### config.mk
export PLATFORM = sky130hd
export DESIGN_NAME = zsdram_frame_reader_flat
export DESIGN_NICKNAME = d
export VERILOG_FILES = /design/src/rtl/zsdram_pkg.sv /design/src/rtl/zsdram_frame_reader_if.sv /design/src/rtl/zsdram_frame_reader_fifo.sv /design/src/rtl/zsdram_frame_reader.sv /design/src/flat_wrapper.sv
export SDC_FILE = /design/constraint.sdc
export NUM_CORES = 1
export LEC_CHECK = 0
export ABC_CLOCK_PERIOD_IN_PS = 10300
export CORE_UTILIZATION = 56
export DETAILED_ROUTE_END_ITERATION = 7
export GPL_TIMING_DRIVEN = 0
export PLACE_DENSITY = 0.78
export SKIP_CTS_REPAIR_TIMING = 1
export SYNTH_ARGS = -nofsm -noshare
export SYNTH_HDL_FRONTEND = slang
export SYNTH_SLANG_ARGS = --single-unit
### constraint.sdc
create_clock -name clk -period 10.3 [get_ports clk]
set_input_delay 3.09 -clock clk [delete_from_list [all_inputs] [get_ports clk]]
set_output_delay 3.09 -clock clk [all_outputs]
set_load 0.1 [all_outputs]
### src/rtl/zsdram_pkg.sv
// Shared SDRAM client definitions: bus widths, burst container, reader FSM
// states and the arbiter read-handshake levels.
package zsdram_pkg;

  localparam int ADDR_W    = 24;
  localparam int DATA_W    = 16;
  localparam int BURST_LEN = 4;

  localparam logic ARB_REQ_ON  = 1'b1;
  localparam logic ARB_REQ_OFF = 1'b0;

  // Word 0 of a burst is the first word returned (Data1).
  typedef logic [BURST_LEN-1:0][DATA_W-1:0] burst_t;

  typedef enum logic [2:0] {
    ST_IDLE       = 3'd0,
    ST_CHECK      = 3'd1,
    ST_REQ        = 3'd2,
    ST_RELEASE    = 3'd3,
    ST_DONE_FETCH = 3'd4
  } rd_state_e;

  function automatic logic [ADDR_W-1:0] burst_addr(input logic [ADDR_W-1:0] base,
                                                   input logic [31:0] line,
                                                   input logic [31:0] stride,
                                                   input logic [31:0] col);
    logic [31:0] sum;
    sum = {8'd0, base} + line * stride + col;
    return sum[ADDR_W-1:0];
  endfunction

endpackage

### src/rtl/zsdram_frame_reader_if.sv
// Arbiter read port as seen by one requester.
// Handshake: master raises oRd_Req with a stable oRd_Addr and holds both until
// it samples iRd_Done=1; iRd_Data1..4 are valid only in that Done cycle; the
// master then drops oRd_Req for at least one cycle before the next request.
interface zsdram_frame_reader_if;
  import zsdram_pkg::*;

  logic              oRd_Req;
  logic [ADDR_W-1:0] oRd_Addr;
  logic              iRd_Done;
  logic [DATA_W-1:0] iRd_Data1;
  logic [DATA_W-1:0] iRd_Data2;
  logic [DATA_W-1:0] iRd_Data3;
  logic [DATA_W-1:0] iRd_Data4;

  modport master (
    output oRd_Req, oRd_Addr,
    input  iRd_Done, iRd_Data1, iRd_Data2, iRd_Data3, iRd_Data4
  );

  modport slave (
    input  oRd_Req, oRd_Addr,
    output iRd_Done, iRd_Data1, iRd_Data2, iRd_Data3, iRd_Data4
  );
endinterface

### src/rtl/zsdram_frame_reader_fifo.sv
// Synchronous FIFO of whole bursts with show-ahead head and a flush that
// takes priority over push and pop.
module zburst_fifo
  import zsdram_pkg::*;
#(
  parameter int FIFO_ENTRIES = 4,
  localparam int PTR_W = $clog2(FIFO_ENTRIES),
  localparam int CNT_W = PTR_W + 1
) (
  input  logic             clk,
  input  logic             rst,
  input  logic             flush_i,
  input  logic             push_i,
  input  burst_t           push_data_i,
  input  logic             pop_i,
  output burst_t           head_o,
  output logic [CNT_W-1:0] count_o,
  output logic             full_o,
  output logic             empty_o
);

  burst_t           mem_q [FIFO_ENTRIES];
  logic [PTR_W-1:0] wr_ptr_q, rd_ptr_q;
  logic [CNT_W-1:0] count_q;
  logic             do_push, do_pop;

  assign full_o  = (count_q == CNT_W'(FIFO_ENTRIES));
  assign empty_o = (count_q == '0);
  assign count_o = count_q;
  assign head_o  = mem_q[rd_ptr_q];
  assign do_push = push_i && !full_o;
  assign do_pop  = pop_i && !empty_o;

  always_ff @(posedge clk) begin
    if (rst || flush_i) begin
      wr_ptr_q <= '0;
      rd_ptr_q <= '0;
      count_q  <= '0;
    end else begin
      if (do_push) wr_ptr_q <= wr_ptr_q + PTR_W'(1);
      if (do_pop)  rd_ptr_q <= rd_ptr_q + PTR_W'(1);
      count_q <= count_q + CNT_W'(do_push) - CNT_W'(do_pop);
    end
  end

  always_ff @(posedge clk) begin
    if (do_push && !flush_i) mem_q[wr_ptr_q] <= push_data_i;
  end

endmodule

### src/rtl/zsdram_frame_reader.sv
// Display-side SDRAM read client: fetches a frame in 4-word bursts through the
// arbiter read port and serves it one pixel at a time from a burst FIFO.
module zsdram_frame_reader
  import zsdram_pkg::*;
#(
  parameter int                H_RES        = 480,
  parameter int                V_RES        = 272,
  parameter logic [ADDR_W-1:0] BASE_ADDR    = 24'h000000,
  parameter int                LINE_STRIDE  = 512,
  parameter int                FIFO_ENTRIES = 4
) (
  input  logic                  clk,
  input  logic                  rst,
  input  logic                  en,
  input  logic                  iFrame_Start,
  zsdram_frame_reader_if.master rd,
  input  logic                  iPix_Rd,
  output logic [DATA_W-1:0]     oPix_Data,
  output logic                  oPix_Valid,
  output logic                  oUnderflow,
  output logic                  oFrame_Done,
  output rd_state_e             dbg_state_o
);

  localparam int COL_W        = $clog2(H_RES);
  localparam int LINE_W       = $clog2(V_RES + 1);
  localparam int TOTAL_BURSTS = (H_RES / BURST_LEN) * V_RES;
  localparam int PB_W         = $clog2(TOTAL_BURSTS + 1);
  localparam int CNT_W        = $clog2(FIFO_ENTRIES) + 1;
  localparam logic [COL_W-1:0]  COL_LAST  = COL_W'(H_RES - BURST_LEN);
  localparam logic [LINE_W-1:0] LINE_LAST = LINE_W'(V_RES - 1);
  localparam logic [PB_W-1:0]   POP_LAST  = PB_W'(TOTAL_BURSTS - 1);

  rd_state_e         state_q, state_d;
  logic [COL_W-1:0]  col_q, col_d;
  logic [LINE_W-1:0] line_q, line_d;
  logic [ADDR_W-1:0] addr_q, addr_d;
  logic              reserved_q, reserved_d;
  logic              discard_q, discard_d;
  logic              fetched_q, fetched_d;
  logic [1:0]        word_q, word_d;
  logic [PB_W-1:0]   popped_q, popped_d;
  logic              underflow_q, underflow_d;
  logic              frame_done_q, frame_done_d;

  logic              fifo_push, fifo_pop, fifo_full, fifo_empty;
  burst_t            fifo_head;
  logic [CNT_W-1:0]  fifo_count;
  logic              space_ok, req_out;

  zburst_fifo #(.FIFO_ENTRIES(FIFO_ENTRIES)) u_fifo (
    .clk         (clk),
    .rst         (rst),
    .flush_i     (iFrame_Start),
    .push_i      (fifo_push),
    .push_data_i ({rd.iRd_Data4, rd.iRd_Data3, rd.iRd_Data2, rd.iRd_Data1}),
    .pop_i       (fifo_pop),
    .head_o      (fifo_head),
    .count_o     (fifo_count),
    .full_o      (fifo_full),
    .empty_o     (fifo_empty)
  );

  // An in-flight burst already owns a slot, so the FIFO can never overflow.
  assign space_ok = !fifo_full && ((int'(fifo_count) + int'(reserved_q)) < FIFO_ENTRIES);

  always_comb begin
    state_d    = state_q;
    col_d      = col_q;
    line_d     = line_q;
    addr_d     = addr_q;
    reserved_d = reserved_q;
    discard_d  = discard_q;
    fetched_d  = fetched_q;
    fifo_push  = 1'b0;
    req_out    = ARB_REQ_OFF;
    case (state_q)
      ST_IDLE: ;
      ST_CHECK: begin
        if (!iFrame_Start) begin
          if (fetched_q) begin
            state_d = ST_DONE_FETCH;
          end else if (en && space_ok) begin
            state_d    = ST_REQ;
            reserved_d = 1'b1;
            addr_d     = burst_addr(BASE_ADDR, 32'(line_q), 32'(LINE_STRIDE), 32'(col_q));
          end
        end
      end
      ST_REQ: begin
        req_out = ARB_REQ_ON;
        if (rd.iRd_Done) begin
          state_d    = ST_RELEASE;
          reserved_d = 1'b0;
          discard_d  = 1'b0;
          if (!discard_q && !iFrame_Start) begin
            fifo_push = 1'b1;
            if (col_q == COL_LAST) begin
              col_d = '0;
              if (line_q == LINE_LAST) fetched_d = 1'b1;
              else                     line_d    = line_q + LINE_W'(1);
            end else begin
              col_d = col_q + COL_W'(BURST_LEN);
            end
          end
        end
      end
      ST_RELEASE:    state_d = ST_CHECK;
      ST_DONE_FETCH: ;
      default:       state_d = ST_IDLE;
    endcase
    // A new frame never aborts a request in flight; its data is dropped instead.
    if (iFrame_Start) begin
      col_d     = '0;
      line_d    = '0;
      fetched_d = 1'b0;
      if (state_q == ST_REQ) begin
        if (!rd.iRd_Done) discard_d = 1'b1;
      end else begin
        state_d = ST_CHECK;
      end
    end
  end

  always_comb begin
    word_d       = word_q;
    popped_d     = popped_q;
    underflow_d  = underflow_q;
    frame_done_d = 1'b0;
    fifo_pop     = 1'b0;
    if (iFrame_Start) begin
      word_d      = '0;
      popped_d    = '0;
      underflow_d = 1'b0;
    end else if (iPix_Rd) begin
      if (fifo_empty) begin
        underflow_d = 1'b1;
      end else begin
        word_d = word_q + 2'd1;
        if (word_q == 2'd3) begin
          fifo_pop = 1'b1;
          popped_d = popped_q + PB_W'(1);
          if (popped_q == POP_LAST) frame_done_d = 1'b1;
        end
      end
    end
  end

  always_ff @(posedge clk) begin
    if (rst) begin
      state_q      <= ST_IDLE;
      col_q        <= '0;
      line_q       <= '0;
      addr_q       <= '0;
      reserved_q   <= 1'b0;
      discard_q    <= 1'b0;
      fetched_q    <= 1'b0;
      word_q       <= '0;
      popped_q     <= '0;
      underflow_q  <= 1'b0;
      frame_done_q <= 1'b0;
    end else begin
      state_q      <= state_d;
      col_q        <= col_d;
      line_q       <= line_d;
      addr_q       <= addr_d;
      reserved_q   <= reserved_d;
      discard_q    <= discard_d;
      fetched_q    <= fetched_d;
      word_q       <= word_d;
      popped_q     <= popped_d;
      underflow_q  <= underflow_d;
      frame_done_q <= frame_done_d;
    end
  end

  assign rd.oRd_Req  = req_out;
  assign rd.oRd_Addr = addr_q;
  assign oPix_Valid  = !fifo_empty;
  assign oPix_Data   = fifo_empty ? '0 : fifo_head[word_q];
  assign oUnderflow  = underflow_q;
  assign oFrame_Done = frame_done_q;
  assign dbg_state_o = state_q;

endmodule

### src/flat_wrapper.sv
// flat-port wrapper written by rule: the top's interface ports become plain ports
module zsdram_frame_reader_flat import zsdram_pkg::*;
#(
  parameter int                H_RES        = 480,
  parameter int                V_RES        = 272,
  parameter logic [ADDR_W-1:0] BASE_ADDR    = 24'h000000,
  parameter int                LINE_STRIDE  = 512,
  parameter int                FIFO_ENTRIES = 4
)
  (clk, rst, en, iFrame_Start, iPix_Rd, oPix_Data, oPix_Valid, oUnderflow, oFrame_Done, dbg_state_o, rd_oRd_Req, rd_oRd_Addr, rd_iRd_Done, rd_iRd_Data1, rd_iRd_Data2, rd_iRd_Data3, rd_iRd_Data4);
  zsdram_frame_reader_if rd_i ();
  input  logic clk;
  input  logic rst;
  input  logic en;
  input  logic iFrame_Start;
  input  logic iPix_Rd;
  output logic [DATA_W-1:0] oPix_Data;
  output logic oPix_Valid;
  output logic oUnderflow;
  output logic oFrame_Done;
  output rd_state_e dbg_state_o;
  output wire logic [$bits(rd_i.oRd_Req)-1:0] rd_oRd_Req;
  output wire logic [$bits(rd_i.oRd_Addr)-1:0] rd_oRd_Addr;
  input wire logic [$bits(rd_i.iRd_Done)-1:0] rd_iRd_Done;
  input wire logic [$bits(rd_i.iRd_Data1)-1:0] rd_iRd_Data1;
  input wire logic [$bits(rd_i.iRd_Data2)-1:0] rd_iRd_Data2;
  input wire logic [$bits(rd_i.iRd_Data3)-1:0] rd_iRd_Data3;
  input wire logic [$bits(rd_i.iRd_Data4)-1:0] rd_iRd_Data4;
  assign rd_oRd_Req = rd_i.oRd_Req;
  assign rd_oRd_Addr = rd_i.oRd_Addr;
  assign rd_i.iRd_Done = rd_iRd_Done;
  assign rd_i.iRd_Data1 = rd_iRd_Data1;
  assign rd_i.iRd_Data2 = rd_iRd_Data2;
  assign rd_i.iRd_Data3 = rd_iRd_Data3;
  assign rd_i.iRd_Data4 = rd_iRd_Data4;
  zsdram_frame_reader #(.H_RES(H_RES), .V_RES(V_RES), .BASE_ADDR(BASE_ADDR), .LINE_STRIDE(LINE_STRIDE), .FIFO_ENTRIES(FIFO_ENTRIES)) u_core (.clk(clk), .rst(rst), .en(en), .iFrame_Start(iFrame_Start), .rd(rd_i), .iPix_Rd(iPix_Rd), .oPix_Data(oPix_Data), .oPix_Valid(oPix_Valid), .oUnderflow(oUnderflow), .oFrame_Done(oFrame_Done), .dbg_state_o(dbg_state_o));
endmodule
-- Word level (Yosys, flattened, before mapping)
Memories as Yosys holds them, arrays and structs flattened. A register that Yosys moved wholly into a read port is not among the register bits.
Cells that the tools add are included.
- add/sub/neg operators: 10
- multiply operators: 0
- div/mod/pow operators: 0
- magnitude comparators: 2
- equal/unequal tests: 13
- shift-type cells: 0
- multiplexer cells: 33
- bitwise operators: 6
- reduce and logical (&&, ||, !) cells: 25
- operators with widths (cell ; number):
    binary-select mux 16 bit (select 2 bit) ; 1
    < comparator 32 x 4 -> 1 bit (second input constant) ; 1
    two-way mux 16 bit ; 2
    two-way mux 1 bit ; 20
    adder 18 x 9 -> 19 bit ; 1
    == test 9 bit (second input constant) ; 2
    adder 15 x 1 -> 15 bit (second input constant) ; 1
    == test 15 bit (second input constant) ; 1
    two-way mux 3 bit ; 5
    AND reduction 5 bit ; 3
    case mux 3 bit (4 select lines) ; 1
    adder 9 x 1 -> 9 bit (second input constant) ; 1
    adder 9 x 3 -> 9 bit (second input constant) ; 1
    two-way mux 9 bit ; 1
    adder 2 x 1 -> 2 bit (second input constant) ; 3
    == test 3 x 2 -> 1 bit (second input constant) ; 2
    == test 3 bit (second input constant) ; 2
    logical AND 1 bit ; 6
    zero test 3 bit ; 2
    != test 2 bit (second input constant) ; 3
    NOT 1 bit ; 6
    AND reduction 3 bit ; 2
    OR reduction 5 bit ; 1
    adder 3 x 1 -> 4 bit ; 1
    14 further kinds ; 20
- register bits: 74
- bits in latches: 0
- RAM bits: 256
- memory bits (read-only): 0
- bits of input ports: 70
- output and inout port bits: 47
- word-level logic and storage cells: 104
- memories kept: 1
- memories (name ; words ; bits a word ; rd ports ; clocked after memory_dff ; write ports ; line ; text):
    u_core.u_fifo.mem_q ; 4 ; 64 ; 1 ; 1 ; 1 ; zsdram_frame_reader_fifo.sv:22 ; burst_t mem_q [FIFO_ENTRIES];

-- Depth between registers and ports, before layout
Gate-level depths: netlist (run 1).
- depth in word-level cells: 9
- depth in mapped cells: 10
- depth with buffers taken out: 10

-- Modules after synthesis
A second synthesis (run 1) with hierarchy kept.
- cells, all modules: 702
- area, all modules: 12853.6 µm²
- modules (own cells, without submodules) (module ; times used ; cells each ; area an instance (µm²) ; seq. area each (µm²)):
    zburst_fifo ; 1 ; 384 ; 9796.9 ; 7867.5
    zsdram_frame_reader ; 1 ; 318 ; 3056.7 ; 1141.1

-- Least setup slack after synthesis (run 1)
OpenSTA, ideal clock, no wires.
- kind: input-to-reg
- start: in iFrame_Start
- end: mem u_core.u_fifo.mem_q[0][0] (netlist bit) (enable)
- library setup time: 0.429 ns
- arrival: 5.541 ns
- data required time: 9.871 ns
- setup slack: 4.330 ns
- cell stages on the path: 4
- buffers on the path: 1
- path through: clkbuf_1 -> nor3b_1 -> o311a_1 -> and2_1
- cells in the longest elaborated chain, start to end: 9
- RTL lines (what ; line ; text):
    from (decl) ; flat_wrapper.sv:15 ; input logic iFrame_Start;
    zero test 1 bit (*) ; -- ;
    logical AND 1 bit ; zsdram_frame_reader.sv:96 ; if (!discard_q && !iFrame_Start) begin
    two-way mux 1 bit ; zsdram_frame_reader.sv:96 ;
    two-way mux 1 bit ; zsdram_frame_reader.sv:92 ; if (rd.iRd_Done) begin
    two-way mux 1 bit ; zsdram_frame_reader.sv:77 ; case (state_q)
    logical AND 1 bit ; zsdram_frame_reader_fifo.sv:31 ; assign do_push = push_i && !full_o;
    logical AND 1 bit (*) ; zsdram_frame_reader_fifo.sv:47 ; if (do_push && !flush_i) mem_q[wr_ptr_q] <= push_data_i;
    two-way mux 1 bit (*) ; zsdram_frame_reader_fifo.sv:47 ;
    two-way mux 1 bit (not written as such) (*) ; zsdram_frame_reader_fifo.sv:47 ;
    to (decl) ; zsdram_frame_reader_fifo.sv:22 ;
Mark *: on every way between the ends. The rest lies on a longest branch, timed or not.

-- Final worst setup path (run 1)
- start: reg u_core.u_fifo.count_q[1] (netlist: u_core.u_fifo.count_o[1])
- end: out oPix_Data[5]
- cells in the longest elaborated chain, start to end: 2
- RTL lines (what ; line ; text):
    from (decl) ; zsdram_frame_reader_fifo.sv:24 ; logic [CNT_W-1:0] count_q;
    from (signal assigned) ; zsdram_frame_reader_fifo.sv:42 ; count_q <= count_q + CNT_W'(do_push) - CNT_W'(do_pop);
    zero test 3 bit ; zsdram_frame_reader_fifo.sv:28 ; assign empty_o = (count_q == '0);
    two-way mux 16 bit ; zsdram_frame_reader.sv:180 ; assign oPix_Data = fifo_empty ? '0 : fifo_head[word_q];
    to (decl) ; flat_wrapper.sv:17 ; output logic [DATA_W-1:0] oPix_Data;
Every way passes these cells.

==> results of run 1 <==
## cells by family (layout without fill, tap and decap cells)
| logic type | after synthesis | in the layout | synth area share, % |
|---|---|---|---|
| compound gates | 107 | 107 | 5.45 |
| xor+xnor | 18 | 18 | 1.25 |
| fa+ha+maj | 12 | 12 | 1.25 |
| buf+inv | 54 | 227 | 1.93 |
| flops | 322 | 322 | 71.4 |
| mux | 68 | 68 | 11.7 |
| other cells | 1 | 8 | 0.0297 |
| simple gates | 165 | 165 | 6.95 |
## through the flow
stage	hold WS (ns)	total power, mW	util [%]	cells	area [sq um]
floorplan	0.447	1.47	-	754	12600
global placement	0.455	1.51	64.1	1142	14100
detailed placement	0.461	1.51	64.6	1146	14200
CTS	0.476	2.77	69.9	1207	15400
global route	0.494	2.82	69.9	1207	15400
finish	0.469	2.75	69.9	1207	15400
## power breakdown
part | internal [mW] | switching (mW)
combinational | 0.0325 | 0.0491
sequential | 1.40 | 0.00154
clock | 0.778 | 0.483
total | 2.21 | 0.534
## layout make-up
class / instances / area, sq um / area share (%)
sequential: 322 / 9010 / 58.7
multi-input combinational: 378 / 3400 / 22.2
timing repair buffer: 112 / 1190 / 7.76
clock buffer: 45 / 953 / 6.21
tap: 280 / 350 / 2.28
clock inverter: 16 / 209 / 1.36
buffer: 42 / 199 / 1.30
inverter: 12 / 45.0 / 0.293
## Yosys cell counts, drive strengths merged (4+ instances only)
cell	instances	area, sq um
inv	12	45.0
buf	16	101
nand2	43	161
o21ai	22	110
nand4	7	43.8
a21oi	31	155
a22oi	33	248
ha	11	138
dfxtp	66	1320
mux4	64	1440
xor2	10	87.6
nor2	28	105
o211ai	4	30.0
nor4	4	25.0
nor3b	4	30.0
edfxtp	256	7690
or3	10	67.6
xnor2	8	70.1
mux2i	4	40.0
nor3	8	50.1
and2	7	43.8
or4	5	37.5
nand3	29	145
clkbuf	26	97.6
## registers in the layout (all words and copies together), names as in the netlist, 2 cells and up, named ones only
| register | count |
|---|---|
| u_core.popped_q | 15 |
| u_core.u_fifo.wr_ptr_q | 2 |
| u_core.u_fifo.mem_q | 256 |
| u_core.line_q | 9 |
| u_core.rd.oRd_Addr | 16 |
| u_core.dbg_state_o | 3 |
| u_core.word_q | 2 |
| u_core.u_fifo.rd_ptr_q | 2 |
| u_core.u_fifo.count_o | 3 |
| u_core.col_q | 7 |
## worst min-delay path by stage
stage / from / end / slack, ns / depth (start not counted)
after floorplan: u_core.popped_q[13] / u_core.popped_q[13] / 0.45 / 2
after global placement: u_core.oUnderflow / u_core.oUnderflow / 0.45 / 2
after detailed placement: u_core.oUnderflow / u_core.oUnderflow / 0.46 / 2
after CTS: u_core.rd.oRd_Addr[9] / u_core.rd.oRd_Addr[9] / 0.48 / 2
after global routing: u_core.rd.oRd_Addr[10] / u_core.rd.oRd_Addr[10] / 0.49 / 2
final: u_core.oUnderflow / u_core.oUnderflow / 0.47 / 2
## routing by layer
layer	wire, um	part of all wire, %
met2	13300	51
met4	628	2.4
met5	13	0.050
met3	1670	6.4
met1	10500	40
## worst max-delay path: stages, from the launching register on
cell and delay, ns:
dfxtp_1 0.49, nor3_2 0.18, nor3b_1 0.79, clkbuf_1 0.63, a22oi_1 0.25, nand2_1 0.14, clkdlybuf4s50_1 1.15
==> impl_metrics.json, run 1 <==
{
  "final_cell_mix": "256 x edfxtp_1, 108 x clkdlybuf4s50_1, 66 x dfxtp_1",
  "ir_worst_vdd_uv": 142,
  "skew_ns": 0.0191,
  "rsz0062_at_grt": "no",
  "synthArstFlopShare_pct": 0,
  "cts_tree": "done",
  "met3_usage_pct": 4.59,
  "p_leak_nw": 4.96,
  "final_nets": 984,
  "drc_errors": 12,
  "vias_per_cell": 6.00,
  "drt_iter0_drc": 645,
  "grt_util_all_layers_pct": 23.0,
  "drive_gt1_share_pct": 16.2,
  "syn_inst": 747,
  "cts_max_level": 2,
  "crit_fanout": 10,
  "grt_first_pass_wirelength_mm": 40.3,
  "root_buffer": "clkbuf_16",
  "first_global_vias": 7423,
  "clkTransAtPathRegs_ns": 0.06,
  "cts_made_buffers": 34,
  "io_buffers": 108,
  "status": "finished, violations left",
  "die_x_um": 152,
  "fillers": 1442,
  "cp.arrival_ns": 4.15,
  "syn_area_sq_um": 12600,
  "cp-start-kind": "flop",
  "ant_nets": 0,
  "ys_ff_latch": 322,
  "fp.dieH_um": 152,
  "max_freq_mhz": 138,
  "vias": 7247,
  "reg2reg_from": "u_core.dbg_state_o[1]",
  "antenna_found_initial": 1,
  "hold_class": "reg2reg",
  "dp_slack_ns": 3.69,
  "areaGrowthSynthToFinish_pct": 21.7,
  "top_usage_layer": "met2",
  "wl_mm": 26.1,
  "setup_ws_ns": 3.06,
  "pin_count": 117,
  "final_common_cell": "edfxtp_1",
  "slew_headroom_pct": 31.7,
  "violations": "DRC",
  "yosysSeqAreaShare_pct": 71.4,
  "powerDensity_nw_per_um2": 179,
  "finalCriticalPeriod_ns": 7.24,
  "cp-startpoint": "u_core.u_fifo.count_o[1]",
  "clk_latency_ns": 0.51,
  "crit_end": "oPix_Data[5]",
  "setup_tns_ns": 0,
  "cts_sinks": 322,
  "regToRegEndpoint": "u_core.u_fifo.count_o[2]",
  "synth_warnings": 0,
  "cp.required_ns": 7.21,
  "ff2ff_setup_slack_ns": 7.47,
  "cap_violations": 0,
  "ys_types": 54,
  "ys.flop_type": "edfxtp_1",
  "core_area_sq_um": 22000,
  "critPathKind": "reg2out",
  "synth_edf_count": 256,
  "fp-row-count": 54,
  "grt_start_max_net_pins": 55,
  "grt_util_met1_pct": 29.5,
  "period_share_pct": 70.3,
  "slew_viol_final": 0,
  "die-area_sq_um": 23100,
  "crit_path_end_kind": "primary output",
  "drtPass1Iterations": 7,
  "gp_congestion": 0.845,
  "syn_area_per_cell_sq_um": 16.9,
  "dp_hpwl_mm": 16.0,
  "wl_per_cell_um": 21.6,
  "tightest_slew_ns": 1.02,
  "setup_viol_count_final": 0,
  "start_util_pct": 57.5,
  "r2r_cells": 10,
  "overflow": 0,
  "hold_viol_final": 0,
  "cts_max_path_buffers": 3,
  "diodes": 0,
  "use_met2_pct": 39.2
}
Note: power is estimated with default switching activity, not from simulation.
==> run 2, diff against run 1 <==
--- a/config.mk
+++ b/config.mk
@@ -5,7 +5,7 @@
 export SDC_FILE = /design/constraint.sdc
 export NUM_CORES = 1
 export LEC_CHECK = 0
-export ABC_CLOCK_PERIOD_IN_PS = 10300
+export ABC_CLOCK_PERIOD_IN_PS = 7260
 export CORE_UTILIZATION = 56
 export DETAILED_ROUTE_END_ITERATION = 7
 export GPL_TIMING_DRIVEN = 0
==> constraint.sdc (replaced) <==
create_clock -name clk -period 7.26 [get_ports clk]
set_input_delay 2.178 -clock clk [delete_from_list [all_inputs] [get_ports clk]]
set_output_delay 2.178 -clock clk [all_outputs]
set_load 0.1 [all_outputs]
==> results of run 2 <==
Same layout as run 1 (identical final DEF). Status: finished, violations left: DRC.
Among the figures that moved: setup slack after placement 3.69 ns -> 1.56 ns; setup slack after layout 3.06 ns -> 0.934 ns; register-to-register setup slack 7.47 ns -> 4.43 ns; total power 2.75 mW -> 3.90 mW; worst IR drop on VDD 142 uV -> 202 uV
